### src/rtl/opb_master_pkg.sv
// opb_master_pkg
// Shared types and helpers for the OPB command master.
//   state_e  : master FSM states (also visible on the debug state output)
//   status_e : response status codes returned on rsp_status
//   to_opb32 / to_opb4 / from_opb32 : move between the local [31:0]
//     numbering (bit 31 = MSB) and the OPB [0:N] numbering (bit 0 = MSB).
//     The numeric value is unchanged; only the bit index order flips.
package opb_master_pkg;

    typedef enum logic [2:0] {
        ST_IDLE    = 3'd0,
        ST_REQ     = 3'd1,
        ST_XFER    = 3'd2,
        ST_BACKOFF = 3'd3,
        ST_RESP    = 3'd4
    } state_e;

    typedef enum logic [1:0] {
        STAT_OK      = 2'd0,
        STAT_ERRACK  = 2'd1,
        STAT_TIMEOUT = 2'd2,
        STAT_RETRY   = 2'd3
    } status_e;

    // Local bit i (LSB = 0) lands on OPB bit 31-i (OPB bit 0 = MSB).
    function automatic logic [0:31] to_opb32(input logic [31:0] v);
        logic [0:31] r;
        for (int i = 0; i < 32; i++) begin
            r[i] = v[31 - i];
        end
        return r;
    endfunction

    function automatic logic [0:3] to_opb4(input logic [3:0] v);
        logic [0:3] r;
        for (int i = 0; i < 4; i++) begin
            r[i] = v[3 - i];
        end
        return r;
    endfunction

    function automatic logic [31:0] from_opb32(input logic [0:31] v);
        logic [31:0] r;
        for (int i = 0; i < 32; i++) begin
            r[i] = v[31 - i];
        end
        return r;
    endfunction

endpackage

### src/rtl/opb_master_cmd_wdog.sv
// opb_master_wdog
// Transfer watchdog: loadable down-counter with a pause input.
//   clk_i     : clock
//   rst_i     : synchronous active-high reset (clears the count)
//   load_i    : reload to C_WDOG_CYCLES-1 (asserted on the edge that enters XFER)
//   active_i  : high while the master is in XFER; only then does it count
//   pause_i   : hold the count this cycle (OPB_toutSup)
//   expired_o : high during the C_WDOG_CYCLES-th counted XFER cycle
// Only instantiated when OPB_MASTER_WATCHDOG_EN is defined.
module opb_master_wdog #(
    parameter int unsigned C_WDOG_CYCLES = 255
) (
    input  logic clk_i,
    input  logic rst_i,
    input  logic load_i,
    input  logic active_i,
    input  logic pause_i,
    output logic expired_o
);

    localparam int unsigned CW = $clog2(C_WDOG_CYCLES);
    localparam logic [CW-1:0] LOAD_VAL = CW'(C_WDOG_CYCLES - 1);

    logic [CW-1:0] cnt_q, cnt_d;

    always_comb begin
        cnt_d = cnt_q;
        if (load_i) begin
            cnt_d = LOAD_VAL;
        end else if (active_i && !pause_i && (cnt_q != '0)) begin
            cnt_d = cnt_q - CW'(1);
        end
    end

    always_ff @(posedge clk_i) begin
        if (rst_i) begin
            cnt_q <= '0;
        end else begin
            cnt_q <= cnt_d;
        end
    end

    // The count reaches zero at the start of the last allowed cycle; a paused
    // cycle does not count, so it cannot expire either.
    assign expired_o = active_i && !pause_i && (cnt_q == '0);

endmodule

### src/rtl/opb_master_cmd.sv
// opb_master_cmd
// OPB bus master: turns a valid/ready command stream into single-beat OPB
// read/write transfers and returns one response per command.
//
// Handshakes: a transfer happens on a rising OPB_Clk edge where valid and
// ready are both high; once raised, valid and the payload stay stable until
// that edge.
//
// Ports:
//   OPB_Clk, OPB_Rst              : clock, synchronous active-high reset
//   cmd_valid/cmd_ready           : command handshake (ready only in IDLE)
//   cmd_rnw, cmd_addr, cmd_be, cmd_wdata : command payload
//   rsp_valid/rsp_ready           : response handshake
//   rsp_status, rsp_rdata         : 0 OK, 1 ERRACK, 2 TIMEOUT, 3 RETRY_EXHAUSTED
//   M_request, M_select, M_RNW, M_busLock, M_seqAddr : OPB master controls
//   M_ABus[0:31], M_BE[0:3], M_DBus[0:31]            : OPB master buses
//   OPB_MGrant, OPB_xferAck, OPB_errAck, OPB_retry, OPB_timeout, OPB_toutSup
//   OPB_DBus[0:31]                : arbiter / slave responses and read data
//   dbg_state_o                   : current FSM state (opb_master_pkg::state_e)
//
// Build option: OPB_MASTER_WATCHDOG_EN compiles in the local XFER watchdog
// (limit C_WDOG_CYCLES). Without it only OPB_timeout ends a hung transfer.
module opb_master_cmd
    import opb_master_pkg::*;
#(
    parameter int unsigned C_MAX_RETRY   = 3,
    parameter int unsigned C_WDOG_CYCLES = 255
) (
    input  logic        OPB_Clk,
    input  logic        OPB_Rst,
    input  logic        cmd_valid,
    output logic        cmd_ready,
    input  logic        cmd_rnw,
    input  logic [31:0] cmd_addr,
    input  logic [3:0]  cmd_be,
    input  logic [31:0] cmd_wdata,
    output logic        rsp_valid,
    input  logic        rsp_ready,
    output logic [1:0]  rsp_status,
    output logic [31:0] rsp_rdata,
    output logic        M_request,
    output logic        M_select,
    output logic        M_RNW,
    output logic        M_busLock,
    output logic        M_seqAddr,
    output logic [0:31] M_ABus,
    output logic [0:3]  M_BE,
    output logic [0:31] M_DBus,
    input  logic        OPB_MGrant,
    input  logic        OPB_xferAck,
    input  logic        OPB_errAck,
    input  logic        OPB_retry,
    input  logic        OPB_timeout,
    input  logic        OPB_toutSup,
    input  logic [0:31] OPB_DBus,
    output logic [2:0]  dbg_state_o
);

    localparam int unsigned RW = (C_MAX_RETRY == 0) ? 1 : $clog2(C_MAX_RETRY + 1);
    localparam logic [RW-1:0] MAX_RETRY = RW'(C_MAX_RETRY);

    state_e        state_q, state_d;
    logic          rnw_q, rnw_d;
    logic [31:0]   addr_q, addr_d;
    logic [3:0]    be_q, be_d;
    logic [31:0]   wdata_q, wdata_d;
    logic [RW-1:0] retry_q, retry_d;
    status_e       status_q, status_d;
    logic [31:0]   rdata_q, rdata_d;
    logic          wdog_expired;

`ifdef OPB_MASTER_WATCHDOG_EN
    opb_master_wdog #(
        .C_WDOG_CYCLES(C_WDOG_CYCLES)
    ) u_wdog (
        .clk_i    (OPB_Clk),
        .rst_i    (OPB_Rst),
        .load_i   ((state_q == ST_REQ) && OPB_MGrant),
        .active_i (state_q == ST_XFER),
        .pause_i  (OPB_toutSup),
        .expired_o(wdog_expired)
    );
`else
    logic unused_wdog;
    assign wdog_expired = 1'b0;
    assign unused_wdog  = OPB_toutSup ^ (C_WDOG_CYCLES == 0);
`endif

    // State and command/response registers.
    always_ff @(posedge OPB_Clk) begin
        if (OPB_Rst) begin
            state_q  <= ST_IDLE;
            rnw_q    <= 1'b0;
            addr_q   <= '0;
            be_q     <= '0;
            wdata_q  <= '0;
            retry_q  <= '0;
            status_q <= STAT_OK;
            rdata_q  <= '0;
        end else begin
            state_q  <= state_d;
            rnw_q    <= rnw_d;
            addr_q   <= addr_d;
            be_q     <= be_d;
            wdata_q  <= wdata_d;
            retry_q  <= retry_d;
            status_q <= status_d;
            rdata_q  <= rdata_d;
        end
    end

    // Next state and register updates.
    always_comb begin
        state_d  = state_q;
        rnw_d    = rnw_q;
        addr_d   = addr_q;
        be_d     = be_q;
        wdata_d  = wdata_q;
        retry_d  = retry_q;
        status_d = status_q;
        rdata_d  = rdata_q;
        case (state_q)
            ST_IDLE: begin
                if (cmd_valid) begin
                    rnw_d    = cmd_rnw;
                    addr_d   = cmd_addr;
                    be_d     = cmd_be;
                    wdata_d  = cmd_wdata;
                    retry_d  = '0;
                    status_d = STAT_OK;
                    rdata_d  = '0;
                    state_d  = ST_REQ;
                end
            end
            ST_REQ: begin
                if (OPB_MGrant) begin
                    state_d = ST_XFER;
                end
            end
            ST_XFER: begin
                // Ack beats retry beats timeout when several arrive together.
                if (OPB_xferAck) begin
                    if (OPB_errAck) begin
                        status_d = STAT_ERRACK;
                        rdata_d  = '0;
                    end else begin
                        status_d = STAT_OK;
                        rdata_d  = rnw_q ? from_opb32(OPB_DBus) : '0;
                    end
                    state_d = ST_RESP;
                end else if (OPB_retry) begin
                    if (retry_q < MAX_RETRY) begin
                        retry_d = retry_q + RW'(1);
                        state_d = ST_BACKOFF;
                    end else begin
                        status_d = STAT_RETRY;
                        rdata_d  = '0;
                        state_d  = ST_RESP;
                    end
                end else if (OPB_timeout || wdog_expired) begin
                    status_d = STAT_TIMEOUT;
                    rdata_d  = '0;
                    state_d  = ST_RESP;
                end
            end
            ST_BACKOFF: begin
                state_d = ST_REQ;
            end
            ST_RESP: begin
                if (rsp_ready) begin
                    state_d = ST_IDLE;
                end
            end
            default: begin
                state_d = ST_IDLE;
            end
        endcase
    end

    // Outputs decode from the state only; buses are zero unless selected.
    always_comb begin
        cmd_ready  = 1'b0;
        M_request  = 1'b0;
        M_select   = 1'b0;
        M_RNW      = 1'b0;
        M_ABus     = '0;
        M_BE       = '0;
        M_DBus     = '0;
        rsp_valid  = 1'b0;
        rsp_status = 2'b00;
        rsp_rdata  = '0;
        case (state_q)
            ST_IDLE: begin
                cmd_ready = 1'b1;
            end
            ST_REQ: begin
                M_request = 1'b1;
            end
            ST_XFER: begin
                M_select = 1'b1;
                M_RNW    = rnw_q;
                M_ABus   = to_opb32(addr_q);
                M_BE     = to_opb4(be_q);
                M_DBus   = rnw_q ? '0 : to_opb32(wdata_q);
            end
            ST_RESP: begin
                rsp_valid  = 1'b1;
                rsp_status = status_q;
                rsp_rdata  = rdata_q;
            end
            default: begin
            end
        endcase
    end

    assign M_busLock   = 1'b0;
    assign M_seqAddr   = 1'b0;
    assign dbg_state_o = state_q;

endmodule

### config.mk
export PLATFORM = sky130hd
export DESIGN_NAME = opb_master_cmd
export DESIGN_NICKNAME = d
export VERILOG_FILES = /design/src/rtl/opb_master_pkg.sv /design/src/rtl/opb_master_cmd_wdog.sv /design/src/rtl/opb_master_cmd.sv
export SDC_FILE = /design/constraint.sdc
export NUM_CORES = 1
export LEC_CHECK = 0
export ABC_AREA = 1
export CAP_MARGIN = 15
export CORE_ASPECT_RATIO = 2
export CORE_UTILIZATION = 41
export CTS_CLUSTER_SIZE = 12
export DETAILED_ROUTE_END_ITERATION = 6
export HOLD_SLACK_MARGIN = 0.08
export PLACE_DENSITY = 0.82
export RECOVER_POWER = 100
export SLEW_MARGIN = 20
export SYNTH_ARGS = -nofsm -noshare
export SYNTH_HDL_FRONTEND = slang
export SYNTH_SLANG_ARGS = --single-unit
### constraint.sdc
create_clock -name OPB_Clk -period 1.6 [get_ports OPB_Clk]
set_clock_uncertainty 0.1 [all_clocks]
set_input_delay 0.16 -clock OPB_Clk [delete_from_list [all_inputs] [get_ports OPB_Clk]]
set_output_delay 0.16 -clock OPB_Clk [all_outputs]
set_load 0.005 [all_outputs]
==> flow_metrics.env, run 1 <==
export IMPL_status="finished with violations"
export IMPL_violations="setup timing"
export IMPL_period_needed_ps=1821
export IMPL_syn_to_final_growth_pct=89.81
export IMPL_gp_congestion=0.7974
export IMPL_grt_max_degree=48
export IMPL_setup_viol=211
export IMPL_synth_cells=678
export IMPL_maxCapViolations=0
export IMPL_first_pass_iters=5
export IMPL_cp_start_kind="register"
export IMPL_clk_pin_slew_worst_paths_ps=70
export IMPL_clkSinkCount=108
export IMPL_drive_gt1_frac=0.4436
export IMPL_seqCellArea_sq_um=2171
export IMPL_cts_made_buffers=9
export IMPL_die_area_sq_um=11960
export IMPL_rows=55
export IMPL_fin_util=0.7929
export IMPL_finalNetCount=1057
export IMPL_routed_wl_microns=19260
export IMPL_rsz0062_at_grt="yes"
export IMPL_drtIter0Drc=288
export IMPL_fin_setup_tns_ps=-22020
export IMPL_layout_commonest_cell="inv_1"
export IMPL_path_cells="buf_6, nor2_8, nand2_8, buf_4, buf_6, nor2_1, buf_2"
export IMPL_synth_seq_area_share=0.4586
export IMPL_hp_class="in -> reg"
export IMPL_synth_area_sq_um=4715
export IMPL_critPathMaxStageDelay_ps=340
export IMPL_cpMostUsedCell="buf_6"
export IMPL_fillCellCount=690
export IMPL_final_cell_mix="113 x inv_1, 109 x clkdlybuf4s50_1, 105 x dfxtp_1"
export IMPL_multi_input_area_sq_um=2882
export IMPL_dp_cells=1021
export IMPL_power_density_nw_per_um2=1541
export IMPL_power_leakage_nw=3.645
export IMPL_vias=5634
export IMPL_dpl_cell_area_sq_um=7189
export IMPL_instances_no_fill=1091
export IMPL_crit_path_end_kind="output pin"
export IMPL_clockBufferDepth=2
export IMPL_wl_per_cell_microns=17.65
export IMPL_grt_pass1_wl_microns=23650
export IMPL_fin_ws_ps=-220.8
export IMPL_max_freq_mhz=549.2
export IMPL_yosysWarnings=0
export IMPL_syn_avg_cell_area_sq_um=6.954
export IMPL_n_antenna_cell=0
export IMPL_drc=0
export IMPL_drv_slew=0
export IMPL_grt_ovfl_total=0
export IMPL_viasPerCell=5.164
export IMPL_grt_pass1_vias=4898
export IMPL_fin_area_sq_um=8949
export IMPL_ir_drop_mv=0.9039
export IMPL_yosysUniqueCellTypes=27
export IMPL_grt_total_usage=0.2543
export IMPL_period_share=1.138
export IMPL_clock_latency_ps=340
export IMPL_ys_ff_latch=108
export IMPL_post_dp_hpwl_microns=9663
export IMPL_cts_root_buf="clkbuf_16"
export IMPL_critPathKind="reg -> out"
export IMPL_h_tree_depth=3
export IMPL_initial_core_util=0.4177
export IMPL_crit_arrival_ps=1560
export IMPL_die_y_microns=153.7
export IMPL_cts_tree="built"
export IMPL_ioPinCount=223
export IMPL_critPathMaxFanout=5
export IMPL_crit_required_ps=1340
export IMPL_antenna_found_initial=0
export IMPL_hold_viol=0
export IMPL_die_w_microns=77.83
export IMPL_portBuffers=219
export IMPL_core_sq_um=11290
export IMPL_antenna_left=0
export IMPL_hold_buffers=0
export IMPL_cp_slowest_cell="dfxtp_2"
cell usage after synthesis:
cell type | count | area (sq um)
a211oi_1 | 1 | 7.510
a21oi_1 | 103 | 515.5
buf_2 | 20 | 100.1
buf_4 | 7 | 52.55
buf_6 | 5 | 56.30
clkbuf_1 | 14 | 52.55
clkbuf_2 | 1 | 5.000
conb_1 | 1 | 3.750
dfxtp_1 | 108 | 2162
ha_1 | 1 | 12.51
inv_1 | 116 | 435.4
inv_2 | 1 | 3.750
nand2_1 | 82 | 307.8
nand2_2 | 2 | 12.51
nand2_4 | 1 | 11.26
nand3_1 | 6 | 30.03
nand3_2 | 1 | 10.01
nand3_4 | 1 | 17.52
nand3b_1 | 2 | 15.01
nand4_1 | 3 | 18.77
nor2_1 | 127 | 476.7
nor2_4 | 1 | 11.26
nor2_8 | 1 | 20.02
nor3_1 | 1 | 5.000
nor3_4 | 1 | 16.27
o21ai_0 | 70 | 350.3
o21ai_1 | 1 | 5.000
path summary, 6_finish.rpt:
| path | from | endpoint | slack, ps | cells after the start |
|---|---|---|---|---|
| worst max-delay path | dbg_state_o[0] | M_ABus[6] | -220 | 7 |
| worst min-delay path | OPB_DBus[6] | rdata_q[25] | 270 | 3 |
| worst max register to register | dbg_state_o[0] | rdata_q[0] | -170 | 9 |
| worst min register to register | be_q[1] | be_q[1] | 360 | 2 |
area by class of cell:
type	count	area share
Timing Repair Buffer	302	0.3364
Multi-Input combinational cell	407	0.3220
Sequential cell	108	0.2426
Inverter	117	0.04908
Clock buffer	11	0.02713
Tap cell	142	0.01985
Clock inverter	4	0.002936
timing repair:
| item | in CTS | in global routing |
|---|---|---|
| pin swaps | 33 | 30 |
| endpoints found under the hold margin | 0 | 0 |
| resized for setup | 563 | 258 |
| endpoints found under the setup margin | 116 | 214 |
| cloned | 7 | 18 |
| buffers inserted | 22 | 14 |
per-stage QoR:
stage	setup WS [ps]	total power, mW	hold slack, ps
after floorplan	202.3	6.020	199.2
final	-220.8	13.79	271.5
after detailed placement	-217.7	7.913	341.3
after CTS	-210.3	11.28	265.6
after global routing	-299.9	14.37	275.0
after global placement	-203.2	7.806	336.8
worst max-delay path, delay by kind of cell, from the launching register on:
kind | cells | cell delay [ps]
flops | 1 | 340
simple gates | 3 | 340
buf+inv | 4 | 540
registers in the layout (all words and copies together), names as in the netlist:
register     count
addr_q          32
be_q             4
dbg_state_o      3
rdata_q         32
retry_q          2
rnw_q            1
status_q         2
wdata_q         32
layer usage:
metal / track usage / vias to the layer above / part of all wire / wire, microns
met5: 0 / - / 0 / 0
met4: 0.1644 / 0 / 0.065 / 1259
met3: 0.04570 / 93 / 0.057 / 1099
met2: 0.4762 / 260 / 0.55 / 10670
met1: 0.2481 / 2653 / 0.32 / 6226
li1: - / 2628 / - / -
where the power goes:
group          leakage (nW)  switching, mW  internal (mW)
Combinational          2.63           4.25           3.83
Sequential            0.888          0.260           3.38
Clock                 0.131          0.979           1.09
cells by family after synthesis:
logic type,share of synthesized area
AO/OA/AOI/OAI,0.1863
adder cells (fa/ha/maj),0.002654
buffers and inverters,0.1497
flip-flops,0.4586
other,0.0007954
AND/OR/NAND/NOR,0.2020
No activity file was read; power rests on OpenSTA's default activity.
==> run 2: changes to the inputs <==
--- a/config.mk
+++ b/config.mk
@@ -7,7 +7,7 @@
 export LEC_CHECK = 0
 export ABC_AREA = 1
 export CAP_MARGIN = 15
-export CORE_ASPECT_RATIO = 2
+export CORE_ASPECT_RATIO = 1.75
 export CORE_UTILIZATION = 41
 export CTS_CLUSTER_SIZE = 12
 export DETAILED_ROUTE_END_ITERATION = 6
@@ -17,4 +17,5 @@
 export SLEW_MARGIN = 20
 export SYNTH_ARGS = -nofsm -noshare
 export SYNTH_HDL_FRONTEND = slang
+export SYNTH_HIERARCHICAL = 1
 export SYNTH_SLANG_ARGS = --single-unit
==> run 2 against run 1 <==
Against the previous run: the run still ends with setup timing left; sequential power about the same; worst hold slack better by 3.4 ps; core utilization increased by 4.0 points; maximum frequency down 2.0%; combinational power increased by 4.1%; sequential cell count stayed put; clock power increased by 12%; synthesized area unchanged; register-to-register slack got worse by 90 ps; largest cell class unchanged; sequential share of layout area down 0.91 points; critical path type is now reg -> reg; power grew 4.3%.
==> flow_metrics.env, run 2 <==
export IMPL_fin_ws_ps=-258.7
export IMPL_critPathMaxFanout=5
export IMPL_post_dp_hpwl_microns=9599
export IMPL_synth_top_cell_area_share=0.4586
export IMPL_power_mw=14.39
export IMPL_synth_seq_area_share=0.4586
export IMPL_clkSinkCount=108
export IMPL_period_needed_ps=1859
export IMPL_yosysUniqueCellTypes=27
export IMPL_final_cell_mix="111 x inv_1, 111 x clkdlybuf4s50_1, 105 x dfxtp_1"
export IMPL_syn_avg_cell_area_sq_um=6.954
export IMPL_combinationalPowerShare=0.584
export IMPL_grt_pass1_vias=5414
export IMPL_hp_class="in -> reg"
export IMPL_portBuffers=219
export IMPL_ys_ff_latch=108
export IMPL_multi_input_area_sq_um=3087
export IMPL_yosys_most_used_dff="dfxtp_1"
export IMPL_path_cells="buf_6, nor2_8, nand2_8, buf_6, nor3_4, buf_6, buf_12, nand2_4, a21oi_2"
export IMPL_synth_cells=678
export IMPL_vias=5906
export IMPL_maxCapViolations=0
export IMPL_grt_max_degree=56
export IMPL_cp_start_kind="register"
export IMPL_gp_congestion=0.8522
export IMPL_die_y_microns=143.9
export IMPL_core_sq_um=11170
export IMPL_first_pass_iters=5
export IMPL_clock_latency_ps=350
export IMPL_reg_largest_list="addr_q: 32 flops, rdata_q: 32 flops, wdata_q: 32 flops"
export IMPL_crit_required_ps=1770
export IMPL_max_freq_mhz=538.0
export IMPL_cpMostUsedCell="buf_6"
export IMPL_yosys_area_top_type="dfxtp_1"
export IMPL_use_met2=0.5401
export IMPL_grt_util_met1=0.2651
export IMPL_drv_slew=0
export IMPL_clk_pin_slew_worst_paths_ps=80
export IMPL_synth_area_sq_um=4715
export IMPL_rows=51
export IMPL_synth_most_common_cell="nor2_1"
export IMPL_grt_total_usage=0.2788
export IMPL_yosys_top_cells_count="127 x nor2_1, 116 x inv_1, 108 x dfxtp_1, 103 x a21oi_1, 82 x nand2_1"
export IMPL_critPathMaxStageDelay_ps=370
export IMPL_seqCellArea_sq_um=2173
export IMPL_cts_root_buf="clkbuf_16"
export IMPL_finalNetCount=1070
export IMPL_viasPerCell=5.394
export IMPL_busiest_layer="met2"
export IMPL_drive_gt1_frac=0.4849
export IMPL_period_share=1.162
export IMPL_violations="setup timing"
export IMPL_cts_made_buffers=9
export IMPL_internal_power_mw=8.640
export IMPL_fillCellCount=592
export IMPL_power_leakage_nw=3.866
export IMPL_crit_path_end_kind="register"
export IMPL_instances_no_fill=1095
export IMPL_drtIter0Drc=238
export IMPL_ys_async_sr_fraction=0
export IMPL_power_density_nw_per_um2=1546
export IMPL_power_frac_seq=0.254
export IMPL_setup_viol=214
export IMPL_clockBufferDepth=2
export IMPL_swShare=0.3995
export IMPL_syn_to_final_growth_pct=97.40
export IMPL_drc=0
export IMPL_initial_core_util=0.4222
export IMPL_ir_drop_mv=1.059
export IMPL_hold_viol=0
export IMPL_dp_cells=1020
export IMPL_crit_arrival_ps=2030
export IMPL_clkPwrFrac=0.161
export IMPL_rsz0062_at_grt="yes"
export IMPL_h_tree_depth=3
export IMPL_dpl_cell_area_sq_um=7207
export IMPL_routed_wl_microns=21460
export IMPL_cts_tree="built"
export IMPL_n_antenna_cell=0
export IMPL_fin_area_sq_um=9306
export IMPL_status="finished with violations"
export IMPL_p_sw_mw=5.748
export IMPL_critPathKind="reg -> reg"
export IMPL_antenna_left=0
export IMPL_grt_pass1_wl_microns=26210
export IMPL_grt_ovfl_total=0
export IMPL_synth_edff_count=0
export IMPL_met3_usage=0.04882
export IMPL_die_area_sq_um=11950
export IMPL_synth_area_leaders="dfxtp_1 46%, a21oi_1 11%, nor2_1 10%, inv_1 9.2%, o21ai_0 7.4%"
export IMPL_die_w_microns=83.06
export IMPL_yosysWarnings=6
export IMPL_wl_per_cell_microns=19.60
export IMPL_antenna_found_initial=0
export IMPL_cp_slowest_cell="dfxtp_4"
export IMPL_ioPinCount=223
==> run 2: cells by family (layout without fill, tap and decap cells) <==
kind of cell             count (synthesis)  after routing  synth area share
flip-flops                             108            108            0.4586
adder cells (fa/ha/maj)                  1              1          0.002654
AO/OA/AOI/OAI                          175            175            0.1863
other                                    1              2         0.0007954
buffers and inverters                  164            447            0.1497
AND/OR/NAND/NOR                        229            230            0.2020
==> run 2: worst max-delay path, delay by kind of cell, from the launching register on <==
family,cells,cell delay [ps]
DFF,1,370
and+or+nand+nor,4,570
buffers and inverters,4,580
AOI/OAI and AO/OA,1,170
==> run 2: metal layers <==
metal,vias to the layer above,part of all wire
met4,0,0.091
met1,2760,0.31
li1,2657,-
met5,-,0
met2,345,0.55
met3,144,0.055
==> run 2: power groups by stage <==
stage / clock network (mW) / registers, mW / logic [mW]
2_1_floorplan: 0 / 3.58 / 2.44
3_3_place_gp: 0 / 3.62 / 4.18
3_5_place_dp: 0 / 3.64 / 4.25
4_1_cts: 2.31 / 3.63 / 6.29
5_1_grt: 2.43 / 3.72 / 8.81
6_report: 2.32 / 3.66 / 8.41
==> run 2: cell type report <==
type | instances | area share
sequential | 108 | 0.2335
tap | 132 | 0.01775
multi-input combinational | 408 | 0.3317
clock inverter | 5 | 0.006453
inverter | 117 | 0.04759
timing repair buffer | 314 | 0.3369
clock buffer | 11 | 0.02608
==> run 2: path summary, 6_finish.rpt <==
kind                                      from           to  slack [ps]  depth (start not counted)
worst max-delay path            dbg_state_o[0]  rdata_q[15]        -260                          9
worst min-delay path               OPB_DBus[8]  rdata_q[23]         270                          3
worst max register to register  dbg_state_o[0]  rdata_q[15]        -260                          9
worst min register to register      addr_q[10]   addr_q[10]         350                          2
==> run 2: what timing repair did <==
action | in CTS | in global routing
hold buffers | 0 | 0
buffers inserted | 28 | 17
pin swaps | 30 | 47
resized for setup | 575 | 323
cloned | 16 | 9
endpoints found under the setup margin | 139 | 216
==> run 2: per-stage QoR <==
| step | worst slack, ps | util | hold slack [ps] | setup TNS, ps |
|---|---|---|---|---|
| after floorplan | 202.3 | - | 199.2 | 0 |
| after CTS | -198.7 | 0.7319 | 259.8 | -18870 |
| after global placement | -148.4 | 0.6454 | 337.5 | -13960 |
| final | -258.7 | 0.8334 | 274.8 | -25160 |
| after global routing | -308.4 | 0.8334 | 283.5 | -36210 |
| after detailed placement | -177.4 | 0.6454 | 343.2 | -17140 |
==> run 3: changes to the inputs <==
--- a/config.mk
+++ b/config.mk
@@ -14,6 +14,7 @@
 export HOLD_SLACK_MARGIN = 0.08
 export PLACE_DENSITY = 0.82
 export RECOVER_POWER = 100
+export REMOVE_ABC_BUFFERS = 1
 export SLEW_MARGIN = 20
 export SYNTH_ARGS = -nofsm -noshare
 export SYNTH_HDL_FRONTEND = slang
==> run 3 against run 2 <==
Against the previous run: global-route usage decreased by 2.1 points; core utilization is 3.7 points lower; the flow still finishes with violations (setup timing); routed wire length is 8.2% lower; largest cell class unchanged.
==> flow_metrics.env, run 3 (synthesis gave the netlist of run 2 again) <==
export IMPL_post_dp_hpwl_microns=9536
export IMPL_power_leakage_nw=3.629
export IMPL_clkSinkCount=108
export IMPL_power_density_nw_per_um2=1528
export IMPL_dpl_cell_area_sq_um=7154
export IMPL_cts_made_buffers=9
export IMPL_antenna_found_initial=0
export IMPL_viasPerCell=5.221
export IMPL_r2r_cells=10
export IMPL_maxCapViolations=0
export IMPL_drc=0
export IMPL_instances_no_fill=1080
export IMPL_ioPinCount=223
export IMPL_grt_pass1_vias=5014
export IMPL_violations="setup timing"
export IMPL_seqCellArea_sq_um=2173
export IMPL_drv_slew=0
export IMPL_syn_to_final_growth_pct=88.67
export IMPL_crit_arrival_ps=2070
export IMPL_setup_viol=214
export IMPL_swShare=0.4010
export IMPL_period_needed_ps=1911
export IMPL_die_w_microns=83.06
export IMPL_gp_congestion=0.8416
export IMPL_fin_setup_tns_ps=-31010
export IMPL_rsz0062_at_grt="yes"
export IMPL_crit_required_ps=1760
export IMPL_critPathMaxFanout=31
export IMPL_die_y_microns=143.9
export IMPL_grt_pass1_wl_microns=24310
export IMPL_clockBufferDepth=2
export IMPL_max_freq_mhz=523.2
export IMPL_drtIter0Drc=265
export IMPL_clock_latency_ps=350
export IMPL_wl_per_cell_microns=18.24
export IMPL_ir_drop_mv=1.088
export IMPL_core_sq_um=11170
export IMPL_crit_path_end_kind="register"
export IMPL_power_frac_seq=0.268
export IMPL_hold_viol=0
export IMPL_die_area_sq_um=11950
export IMPL_hold_buffers=0
export IMPL_routed_wl_microns=19690
export IMPL_reg_largest_list="addr_q: 32 flops, rdata_q: 32 flops, wdata_q: 32 flops"
export IMPL_vias=5639
export IMPL_hp_class="in -> reg"
export IMPL_dp_cells=1013
export IMPL_drive_gt1_frac=0.4283
export IMPL_multi_input_area_sq_um=2801
export IMPL_period_share=1.195
export IMPL_grt_total_usage=0.2583
export IMPL_clk_pin_slew_worst_paths_ps=80
export IMPL_internal_power_mw=8.141
export IMPL_p_sw_mw=5.449
export IMPL_finalNetCount=1055
export IMPL_initial_core_util=0.4222
export IMPL_layout_commonest_cell="inv_1"
export IMPL_final_cell_mix="114 x inv_1, 109 x clkdlybuf4s50_1, 105 x dfxtp_1"
export IMPL_n_antenna_cell=0
export IMPL_hold_depth=3
export IMPL_fin_ws_ps=-311.2
export IMPL_combinationalPowerShare=0.568
export IMPL_grt_ovfl_total=0
export IMPL_fin_area_sq_um=8895
export IMPL_fillCellCount=699
export IMPL_cp_start_kind="register"
export IMPL_h_tree_depth=3
export IMPL_critPathKind="reg -> reg"
export IMPL_cts_root_buf="clkbuf_16"
export IMPL_status="finished with violations"
export IMPL_antenna_left=0
export IMPL_rows=51
export IMPL_first_pass_iters=6
export IMPL_cts_tree="built"
export IMPL_clkPwrFrac=0.164
export IMPL_portBuffers=219
export IMPL_grt_max_degree=53
[run 3: cell type report]
class                      count  area share
tap                          132     0.01857
timing repair buffer         300      0.3391
multi-input combinational    407      0.3150
sequential                   108      0.2443
inverter                     117     0.04966
clock inverter                 5    0.004923
clock buffer                  11     0.02841
[run 3: power by group through the flow]
stage,Clock [mW],Sequential [mW],Combinational (mW)
after floorplan,0,3.64,2.02
after global placement,0,3.61,4.05
after detailed placement,0,3.64,4.13
after CTS,2.25,3.61,5.76
after global routing,2.37,3.68,8.15
final,2.23,3.64,7.72
[run 3: routing by layer]
layer,part of all wire,vias up,global-route usage
met3,0.041,70,0.04538
met4,0.049,0,0.1397
met1,0.33,2688,0.2539
met2,0.58,266,0.5056
li1,-,2615,-
met5,0,-,0
[run 3: timing repair]
| action | in CTS | in global routing |
|---|---|---|
| setup endpoints to repair | 139 | 215 |
| buffers inserted | 21 | 8 |
| cloned | 10 | 15 |
| pin swaps | 8 | 8 |
| resized for setup | 517 | 289 |
[run 3: per-stage QoR]
step                total power, mW  utilization  setup WS, ps  hold WS [ps]
finish                        13.59       0.7965        -311.2         266.5
global route                  14.20       0.7965        -370.3         268.6
CTS                           11.62       0.6994        -223.6         256.0
detailed placement            7.778       0.6407        -187.4         341.6
global placement              7.654       0.6407        -178.4         336.9
floorplan                     5.660            -         -1005         129.1
[run 3: critical path: stages, from the launching register on]
cell     delay (ps)
dfxtp_4         370
buf_6           130
nor2_8          110
buf_4           120
buf_6           100
buf_6           110
nand4_1         170
nand3_4         130
buf_12          180
nand2_1          90
a21oi_1         200
[run 3: final timing paths]
check	start	end	slack (ps)
worst max-delay path	dbg_state_o[0]	rdata_q[31]	-310
worst max register to register	dbg_state_o[0]	rdata_q[31]	-310
worst min register to register	addr_q[3]	addr_q[3]	360
worst min-delay path	OPB_DBus[16]	rdata_q[15]	270
